<file path="src/rtl/btn_bcd_accum.sv">
// Packed-BCD running total driven by debounced buttons: button i adds 10^i.
// Rising edges queue per-button requests; a two-state FSM ripples one increment at a time.
module btn_bcd_accum #(
   parameter int NDIG = 8,
   parameter int NBTN = 5
) (
   input  logic                clk,
   input  logic                rst_n,
   input  logic [NBTN-1:0]     btn,
   input  logic                clr,
   input  logic                ld,
   input  logic [4*NDIG-1:0]   ld_val,
   output logic [4*NDIG-1:0]   num,
   output logic                busy,
   output logic                ovf
);

   localparam int PW = (NDIG > 1) ? $clog2(NDIG) : 1;

   typedef enum logic {
      S_IDLE,
      S_ADD
   } state_t;

   state_t              state_q, state_d;
   logic [PW-1:0]       ptr_q, ptr_d;
   logic [NBTN-1:0]     pend_q, pend_d;
   logic [NBTN-1:0]     btn_q, btn_d;
   logic [4*NDIG-1:0]   num_q, num_d;
   logic                ovf_q, ovf_d;

   logic [NBTN-1:0]     btn_rise;
   logic [NBTN-1:0]     take_mask;
   logic [PW-1:0]       sel;
   logic                found;
   logic [3:0]          digit;

   always_comb begin
      btn_rise  = btn & ~btn_q;
      state_d   = state_q;
      ptr_d     = ptr_q;
      btn_d     = btn;
      num_d     = num_q;
      ovf_d     = ovf_q;
      take_mask = '0;
      digit     = num_q[{ptr_q, 2'b00} +: 4];

      // Descending scan so the lowest pending index is the one left in sel.
      sel   = '0;
      found = 1'b0;
      for (int i = NBTN - 1; i >= 0; i--) begin
         if (pend_q[i]) begin
            sel   = PW'(i);
            found = 1'b1;
         end
      end

      case (state_q)
         S_IDLE: begin
            if (found) begin
               take_mask = NBTN'(1) << sel;
               ptr_d     = sel;
               state_d   = S_ADD;
            end
         end
         S_ADD: begin
            // Anything 9 or above (including non-BCD A-F) wraps to 0 and carries.
            if (digit >= 4'd9) begin
               num_d[{ptr_q, 2'b00} +: 4] = 4'd0;
               if (ptr_q == PW'(NDIG - 1)) begin
                  ovf_d   = 1'b1;
                  state_d = S_IDLE;
               end else begin
                  ptr_d = ptr_q + PW'(1);
               end
            end else begin
               num_d[{ptr_q, 2'b00} +: 4] = digit + 4'd1;
               state_d = S_IDLE;
            end
         end
         default: state_d = S_IDLE;
      endcase

      // A fresh edge on the bit being taken keeps it pending.
      pend_d = (pend_q & ~take_mask) | btn_rise;

      if (clr) begin
         num_d   = '0;
         pend_d  = '0;
         ovf_d   = 1'b0;
         state_d = S_IDLE;
      end else if (ld) begin
         num_d   = ld_val;
         pend_d  = '0;
         ovf_d   = 1'b0;
         state_d = S_IDLE;
      end
   end

   always_ff @(posedge clk or negedge rst_n) begin
      if (!rst_n) begin
         state_q <= S_IDLE;
         ptr_q   <= '0;
         pend_q  <= '0;
         btn_q   <= '0;
         num_q   <= '0;
         ovf_q   <= 1'b0;
      end else begin
         state_q <= state_d;
         ptr_q   <= ptr_d;
         pend_q  <= pend_d;
         btn_q   <= btn_d;
         num_q   <= num_d;
         ovf_q   <= ovf_d;
      end
   end

   assign num  = num_q;
   assign ovf  = ovf_q;
   assign busy = (state_q != S_IDLE) | (|pend_q);

endmodule

</file>
<file path="config.mk">
export PLATFORM = sky130hd
export DESIGN_NAME = btn_bcd_accum
export DESIGN_NICKNAME = d
export VERILOG_FILES = /design/src/rtl/btn_bcd_accum.sv
export SDC_FILE = /design/constraint.sdc
export NUM_CORES = 1
export LEC_CHECK = 0
export BUFFER_PORTS_ARGS = -buffer_cell sky130_fd_sc_hd__buf_2
export CAP_MARGIN = 15
export CORE_MARGIN = 3
export CORE_UTILIZATION = 57
export DETAILED_ROUTE_END_ITERATION = 6
export PLACE_DENSITY = 0.94
export SETUP_SLACK_MARGIN = 0.3
export SKIP_CTS_REPAIR_TIMING = 1
export SLEW_MARGIN = 20
export SYNTH_ARGS = -nofsm -noshare
export SYNTH_HDL_FRONTEND = slang
export SYNTH_SLANG_ARGS = --single-unit
</file>
<file path="constraint.sdc">
create_clock -name clk -period 5.06 [get_ports clk]
set_input_delay 0.506 -clock clk [delete_from_list [all_inputs] [get_ports clk]]
set_output_delay 0.506 -clock clk [all_outputs]
set_load 0.01 [all_outputs]
</file>
==> impl_summary.txt, run 1 <==
----------------------------------------------------
[Run status]
  Result of the run ... finished clean

[Route]
  Via Count ... around 2.5k
  Total length of routed wires ... between 7000 and 8000 µm
  Wire per inst ... a little over 20 µm
  Number of nets with antenna violations after routing ... 0
  Length of the first detailed-routing pass in iterations ... 5
  Iter 0 DRT Violations ... 231
  Drt drc ... 0
  Routed via count divided by cell count ... 6.580

[Clock tree]
  Clock transition time at the flip-flop clock pins of the worst setup and hold paths ... 0.10 ns
  Clock root buffer ... clkbuf_8
  Number of H-tree branching levels ... 2
  Clock tree sinks ... 47
  CTS tree ... done
  Maximum clock path buffer count ... 2
  Worst-Skew Late Latency ... 0.31 ns
  Cts bufs inserted ... 5

[GRT]
  Total congestion overflow ... 0
  Wire length of the first global-routing pass ... 12100 µm
  Via count of the first global-routing pass ... ~2.4k
  Pin count of the biggest net entering global routing ... 48
  Overall track demand over capacity in global routing ... 0.2871
  Antenna violations before repair ... 0

[Worst setup path]
  Endpoint required time on the critical path ... 5.28 ns
  Startpoint of the lowest-slack register-to-register path ... ptr_q[1]$_DFFE_PN0P_
  Critical R2R Capture ... num[3]$_DFFE_PN0P_
  CP Data Arrival Time ... between 3 and 4 ns
  Largest driver fanout on the critical path ... 16
  Setup crit start kind ... flop
  Internal reg-to-reg setup slack ... 2.00 ns
  Crit end category ... flop
  Worst r2r path cells ... 9
  WS Path Type ... flop to flop

[Timing]
  Max-slew violation total from the final report ... 0
  Final Hold Viols ... 0
  Maximum achievable frequency ... 326.8 MHz
  Total Negative Setup Slacks ... 0 ns
  Worst Hold Slack ... 0.1952 ns
  Relative slew slack ... 0.5870
  Final period utilization ... 0.6048
  Final-report setup violation count ... 0
  RSZ-0062 raised after global routing ... false
  Least setup slack across all paths after layout ... 2.000 ns
  Skew final ... 0.01284 ns
  Actual transition at the worst max-transition pin ... 0.6148 ns
  Final min period ... 3.060 ns

[Floorplan]
  Core area ... 0.004474 mm²
  Cell row count ... 24
  Total Die Area ... 0.005651 mm²
  Height of the die ... 75.18 µm
  Number of top-level pins ... 75
  Starting density of the core ... 0.6096
  Chip width ... 75.18 µm

[Synth]
  Area fraction in compound gates after synthesis ... 0.2587
  Most repeated cell in the gate-level netlist after synthesis ... dfrtp_1
  Number of flip-flops and latches in the synthesized netlist ... 47
  Synth Cell Area ... 0.002728 mm²
  Most used flip-flop cell after synthesis ... dfrtp_1
  Largest family of logic cells by synthesized area ... compound AO/OA/AOI/OAI gates
  Area share of the largest cell type after synthesis ... 0.4312
  XOR/XNOR Fraction of Synth Area ... 0.009633
  Post-synthesis cell type with the largest combined area ... dfrtp_1
  Post-synthesis sequential area ratio ... 0.4312
  Yosys cell types ... 39
  Avg Inst Size Synth ... 10.33 µm²
  Proportion of synthesized area in mux cells ... 0.08945
  Net count of the mapped netlist ... 315
  Fraction of the mapped netlist area in adder cells ... 0.04587
  Simple-gate area share of the yosys netlist ... 0.1289
  EDFF count, synth ... 0
  Share of flip-flops with an asynchronous set or reset after synthesis ... 1.000
  Ys Warns ... 0
  Cell count after synthesis ... 264
  Top area cells in the synthesized netlist ... dfrtp_1, a22o_1, mux4_1
  Commonest cells in the synthesized netlist ... dfrtp_1, nor2_1, nand2_1

[Placed design]
  Setup WS pre-CTS ... 2.061 ns
  Last weighted congestion value of the routability-driven placer ... 0.9553
  HPWL Detailed ... 5805 µm
  Quantity of I/O buffers inserted on ports ... 74

[Layout]
  Number of antenna repair diodes ... 0
  Layout net count ... 384
  Area used by multi-input combinational logic ... 0.001453 mm²
  Proportion of layout cells with a drive suffix above 1 ... 0.2784
  FF/Latch Area ... ~0.0012 mm²
  Count of filler cells inserted in the layout ... 335
  Area grow syn2layout ... 18.62%

[Min path]
  Classification of the worst-slack hold path ... input pin to asynchronous set/reset pin

[Power and ir drop]
  Worst-case vdd ir drop ... approximately 0.25 mV
  Static Leakage ... 1.702 nW
  Cell area power density ... 354.3 mW/mm²

[Flow run]
  Max-Cap Viols ... 0

----------------------------------------------------
## flip-flops by register name, indices dropped and copies added, names as in the netlist
| signal | cells |
|---|---|
| pend_q | 5 |
| num | 32 |
| state_q | 1 |
| btn_q | 5 |
| ptr_q | 3 |
| ovf | 1 |
## critical path: stages (launching register included)
cell and delay [ns]:
dfrtp_1 0.70, mux4_1 0.39, nand2_1 0.09, nand2_1 0.24
ha_1 0.27, nand2b_1 0.15, a211oi_1 0.36, a31oi_4 0.12
or3b_1 0.41, a221oi_2 0.24
## through the flow
| stage | instances | util | power (mW) | area, µm² |
|---|---|---|---|---|
| finish | 386 | 0.7232 | 1.146 | 3236 |
| global route | 386 | 0.7232 | 1.206 | 3236 |
| CTS | 386 | 0.7226 | 1.136 | 3233 |
| global placement | 378 | 0.6966 | 0.8412 | 3117 |
| floorplan | 264 | - | 0.7328 | 2728 |
| detailed placement | 378 | 0.6966 | 0.8521 | 3117 |
## worst max path at each step
stage	startpoint	to	slack [ns]	cells past startpoint
4_1_cts	ptr_q[1]$_DFFE_PN0P_	num[3]$_DFFE_PN0P_	2.03	9
3_3_place_gp	ptr_q[1]$_DFFE_PN0P_	num[3]$_DFFE_PN0P_	2.18	9
3_5_place_dp	ptr_q[1]$_DFFE_PN0P_	num[3]$_DFFE_PN0P_	2.06	9
2_1_floorplan	ptr_q[0]$_DFFE_PN0P_	num[3]$_DFFE_PN0P_	2.27	10
5_1_grt	ptr_q[1]$_DFFE_PN0P_	num[24]$_DFFE_PN0P_	1.80	9
6_report	ptr_q[1]$_DFFE_PN0P_	num[3]$_DFFE_PN0P_	2.00	9
## cells by family (layout without fill, tap and decap cells)
| family | count (synthesis) | after routing |
|---|---|---|
| adder cells (fa/ha/maj) | 10 | 10 |
| multiplexers | 13 | 13 |
| AND/OR/NAND/NOR | 73 | 73 |
| buffers and inverters | 24 | 94 |
| AO/OA/AOI/OAI | 94 | 94 |
| flip-flops | 47 | 47 |
| XOR/XNOR | 3 | 3 |
## power breakdown
part	leakage, nW	switching, mW	total [mW]	internal [mW]
Clock	0.0587	0.135	0.284	0.150
Combinational	1.03	0.260	0.418	0.158
Sequential	0.617	0.0422	0.444	0.402
Total	1.70	0.437	1.15	0.709
## cell type report
class	instances	share of cell area
clock buffer	5	0.02127
timing repair buffer	76	0.1199
inverter	10	0.01160
tap	52	0.02011
clock inverter	3	0.01469
multi-input combinational	193	0.4490
sequential	47	0.3635
## placed cells by master (no fill, tap or decap), types with 5 or more instances in the layout
master,Yosys,layout
a21o_1,16,16
a21oi_1,16,16
a22o_1,19,19
a22oi_1,10,10
buf_2,1,73
clkbuf_8,0,5
dfrtp_1,47,47
ha_1,10,10
inv_1,10,10
mux4_1,6,6
nand2_1,20,20
nand2b_1,6,6
nand3_1,6,6
nor2_1,21,21
nor2b_1,6,6
o21ai_0,7,7
o31ai_1,7,7
o41ai_1,7,7
## metal layers
| metal | global-route usage | routed length (µm) | vias to the layer above | share of wire |
|---|---|---|---|---|
| met1 | 0.4038 | 3184 | 1206 | 0.41 |
| met4 | 0.08738 | 190 | 0 | 0.024 |
| met5 | 0 | 0 | - | 0 |
| met3 | 0.06142 | 770 | 21 | 0.098 |
| li1 | - | - | 1129 | - |
| met2 | 0.4497 | 3714 | 184 | 0.47 |
(Power assumes the default switching activity.)
==> run 2: changes to the inputs <==
--- a/config.mk
+++ b/config.mk
@@ -5,12 +5,13 @@
 export SDC_FILE = /design/constraint.sdc
 export NUM_CORES = 1
 export LEC_CHECK = 0
+export ABC_AREA = 1
 export BUFFER_PORTS_ARGS = -buffer_cell sky130_fd_sc_hd__buf_2
 export CAP_MARGIN = 15
 export CORE_MARGIN = 3
-export CORE_UTILIZATION = 57
+export CORE_UTILIZATION = 49
 export DETAILED_ROUTE_END_ITERATION = 6
-export PLACE_DENSITY = 0.94
+export PLACE_DENSITY = 0.85
 export SETUP_SLACK_MARGIN = 0.3
 export SKIP_CTS_REPAIR_TIMING = 1
 export SLEW_MARGIN = 20
==> constraint.sdc (replaced) <==
create_clock -name clk -period 2.47 [get_ports clk]
set_input_delay 0.247 -clock clk [delete_from_list [all_inputs] [get_ports clk]]
set_output_delay 0.247 -clock clk [all_outputs]
set_load 0.01 [all_outputs]
==> run 2 against run 1 <==
Register-to-register slack worse by 1.8 ns. Via count up 32%. Worst hold slack worse by 0.14 ns. Non-clock buffer count is 20 higher. Sequential power increased by 93%. Critical path depth up 5. Utilization fell by 7.3 points. Sequential cell count is the same. First-iteration DRC count increased by 55%. Final area grew 23%. Largest cell class unchanged.
==> impl_summary.txt, run 2 <==
----------------------------------------------------
[Timing]
  Final-report setup violation count ... 0 (unchanged)
  Final Hold Viols ... 0 (unchanged)
  Relative slew slack ... 0.5863 (was 0.5870)
  RSZ-0062 raised after global routing ... true (was false)
  Actual transition at the worst max-transition pin ... 0.6199 ns (was 0.6148 ns)
  Final period utilization ... 0.9120 (was 0.6048)
  Total Negative Setup Slacks ... 0 ns (unchanged)
  Max-slew violation total from the final report ... 0 (unchanged)
  Skew final ... 0.01303 ns (was 0.01284 ns)
  Maximum achievable frequency ... 443.9 MHz (was 326.8 MHz)
  Worst Hold Slack ... 0.05447 ns (was 0.1952 ns)
  Final min period ... 2.253 ns (was 3.060 ns)

[Floorplan]
  Number of top-level pins ... 75 (unchanged)
  Cell row count ... 28 (was 24)
  Height of the die ... 86.74 µm (was 75.18 µm)
  Total Die Area ... 0.007524 mm² (was 0.005651 mm²)
  Core area ... 0.006131 mm² (was 0.004474 mm²)
  Chip width ... 86.74 µm (was 75.18 µm)
  Starting density of the core ... 0.5210 (was 0.6096)

[Synth]
  Cell count after synthesis ... 469 (was 264)
  Fraction of the mapped netlist area in adder cells ... 0.03917 (was 0.04587)
  Commonest cells in the synthesized netlist ... nand2_1, inv_1, dfrtp_1 (was dfrtp_1, nor2_1, nand2_1)
  Ys Warns ... 0 (unchanged)
  Yosys cell types ... 32 (was 39)
  XOR/XNOR Fraction of Synth Area ... 0.005092 (was 0.009633)
  Area share of the largest cell type after synthesis ... 0.3682 (was 0.4312)
  Largest family of logic cells by synthesized area ... simple AND/OR/NAND/NOR gates (was compound AO/OA/AOI/OAI gates)
  Share of flip-flops with an asynchronous set or reset after synthesis ... 1.000 (unchanged)
  Post-synthesis cell type with the largest combined area ... dfrtp_1 (unchanged)
  EDFF count, synth ... 0 (unchanged)
  Post-synthesis sequential area ratio ... 0.3682 (was 0.4312)
  Avg Inst Size Synth ... 6.811 µm² (was 10.33 µm²)
  Synth Cell Area ... 0.003194 mm² (was 0.002728 mm²)
  Simple-gate area share of the yosys netlist ... 0.3705 (was 0.1289)
  Area fraction in compound gates after synthesis ... 0.1022 (was 0.2587)
  Most used flip-flop cell after synthesis ... dfrtp_1 (unchanged)
  Top area cells in the synthesized netlist ... dfrtp_1, nand2_1, inv_1 (was dfrtp_1, a22o_1, mux4_1)
  Number of flip-flops and latches in the synthesized netlist ... 47 (unchanged)
  Most repeated cell in the gate-level netlist after synthesis ... nand2_1 (was dfrtp_1)
  Proportion of synthesized area in mux cells ... 0 (was 0.08945)
  Net count of the mapped netlist ... 520 (was 315)

[Clock tree]
  CTS tree ... done (unchanged)
  Number of H-tree branching levels ... 2 (unchanged)
  Clock root buffer ... clkbuf_8 (unchanged)
  Clock tree sinks ... 47 (unchanged)
  Clock transition time at the flip-flop clock pins of the worst setup and hold paths ... 0.09 ns (was 0.10 ns)
  Cts bufs inserted ... 5 (unchanged)
  Maximum clock path buffer count ... 2 (unchanged)
  Worst-Skew Late Latency ... 0.31 ns (about the same)

[Route]
  Wire per inst ... 15.21 µm (was 20.36 µm)
  Drt drc ... 0 (unchanged)
  Number of nets with antenna violations after routing ... 0 (unchanged)
  Total length of routed wires ... 9613 µm (was 7860 µm)
  Routed via count divided by cell count ... 5.302 (was 6.580)
  Length of the first detailed-routing pass in iterations ... 5 (unchanged)
  Iter 0 DRT Violations ... 357 (was 231)
  Via Count ... 3351 (was 2540)

[Worst setup path]
  CP Data Arrival Time ... 2.51 ns (was 3.28 ns)
  Worst r2r path cells ... 14 (was 9)
  Largest driver fanout on the critical path ... 26 (was 16)
  Crit end category ... flop (unchanged)
  WS Path Type ... flop to flop (unchanged)
  Endpoint required time on the critical path ... 2.72 ns (was 5.28 ns)
  Setup crit start kind ... flop (unchanged)

[GRT]
  Pin count of the biggest net entering global routing ... 27 (was 48)
  Antenna violations before repair ... 0 (unchanged)
  Wire length of the first global-routing pass ... 15410 µm (was 12100 µm)
  Total congestion overflow ... 0 (unchanged)
  Via count of the first global-routing pass ... 3148 (was 2416)
  Overall track demand over capacity in global routing ... 0.2597 (was 0.2871)

[Power and ir drop]
  Worst-case vdd ir drop ... 0.3496 mV (was 0.2544 mV)
  Static Leakage ... 2.194 nW (was 1.702 nW)
  Cell area power density ... 647.7 mW/mm² (was 354.3 mW/mm²)

[Run status]
  Result of the run ... finished clean (unchanged)

[Layout]
  Number of antenna repair diodes ... 0 (unchanged)
  Proportion of layout cells with a drive suffix above 1 ... 0.2819 (was 0.2784)
  Commonest cells after routing, fill and taps aside ... nand2_1, buf_2, inv_1 (was buf_2, dfrtp_1, nor2_1)
  Area grow syn2layout ... 24.76% (was 18.62%)
  Count of filler cells inserted in the layout ... 574 (was 335)
  Layout net count ... 607 (was 384)
  Flip-flop count of the largest register after layout ... 32 (unchanged)
  Most common cell after layout, fill and taps aside ... nand2_1 (was buf_2)
  Final core area utilization ... 0.6500 (was 0.7232)

[Placed design]
  Quantity of I/O buffers inserted on ports ... 74 (unchanged)
  HPWL Detailed ... 7176 µm (was 5805 µm)
  Last weighted congestion value of the routability-driven placer ... 1.014 (was 0.9553)

[Min path]
  Classification of the worst-slack hold path ... input pin to flop (was input pin to asynchronous set/reset pin)
  Hold Crit Depth ... 1

[Flow run]
  Max-Cap Viols ... 0 (unchanged)

----------------------------------------------------
run 2: changes by cell type in the layout (fill, tap and decap cells not counted), sizes merged, moves of 10 or more:
| cell | before | now |
|---|---|---|
| o21ai | 7 | 29 |
| a21o | 16 | 2 |
| inv | 11 | 68 |
| nand3 | 6 | 23 |
| buf | 76 | 94 |
| nand2 | 20 | 187 |
| nand4 | 0 | 10 |
| nor2 | 21 | 40 |
| a22o | 19 | 1 |
run 2: layout make-up:
class / count / area, µm² / area share
Clock buffer: 6 / 82.58 / 0.02072
Clock inverter: 2 / 35.03 / 0.008791
Inverter: 68 / 265.3 / 0.06656
Multi-Input combinational cell: 338 / 1763 / 0.4424
Sequential cell: 47 / 1177 / 0.2954
Tap cell: 75 / 93.84 / 0.02355
Timing Repair Buffer: 96 / 568.0 / 0.1425
run 2: critical path: stages (launching register included):
cell	delay (ns)
dfrtp_2	0.49
inv_8	0.17
nand2_1	0.08
nand3_1	0.09
nand2_1	0.07
nand2_2	0.07
nand2_4	0.08
ha_1	0.22
xnor2_2	0.23
nand2_1	0.08
nor2_1	0.15
nand2_1	0.18
o21ai_1	0.16
nand2_1	0.06
nand2_1	0.06
run 2: kinds of logic (layout without fill, tap and decap cells):
group	Yosys count	in the layout
AO/OA/AOI/OAI	56	56
XOR/XNOR	1	1
adder cells (fa/ha/maj)	10	10
buffers and inverters	84	172
flip-flops	47	47
AND/OR/NAND/NOR	271	271
run 2: final timing paths:
path,start,endpoint,slack [ns]
worst max-delay path,ptr_q[0]$_DFFE_PN0P_,num[6]$_DFFE_PN0P_,0.22
worst min-delay path,btn[4],btn_q[4]$_DFF_PN0_,0.05
worst max register to register,ptr_q[0]$_DFFE_PN0P_,num[6]$_DFFE_PN0P_,0.22
worst min register to register,ovf$_DFFE_PN0P_,ovf$_DFFE_PN0P_,0.50
max in group asynchronous,rst_n,ptr_q[0]$_DFFE_PN0P_,1.26
min in group asynchronous,rst_n,num[0]$_DFFE_PN0P_,0.45
run 2: routing by layer:
metal | part of all wire | GRT usage | up-vias
met3 | 0.076 | 0.03802 | 25
met1 | 0.43 | 0.3639 | 1532
met4 | 0.020 | 0.05241 | 0
met5 | 0 | 0 | -
met2 | 0.47 | 0.4284 | 150
li1 | - | - | 1644
run 2: where the power goes:
part           switching [mW]  internal, mW  total, mW
Clock                   0.270         0.328      0.598
Sequential             0.0404         0.815      0.855
Combinational           0.721         0.407       1.13
run 2: per-stage QoR:
stage	worst slack [ns]	power, mW	instance area (µm²)	std cells
5_1_grt	0.1134	2.724	3985	632
2_1_floorplan	0.3234	1.545	3217	469
3_5_place_dp	0.1928	1.828	3671	614
4_1_cts	0.1682	2.423	3789	622
3_3_place_gp	0.2619	1.815	3671	614
6_report	0.2173	2.581	3985	632
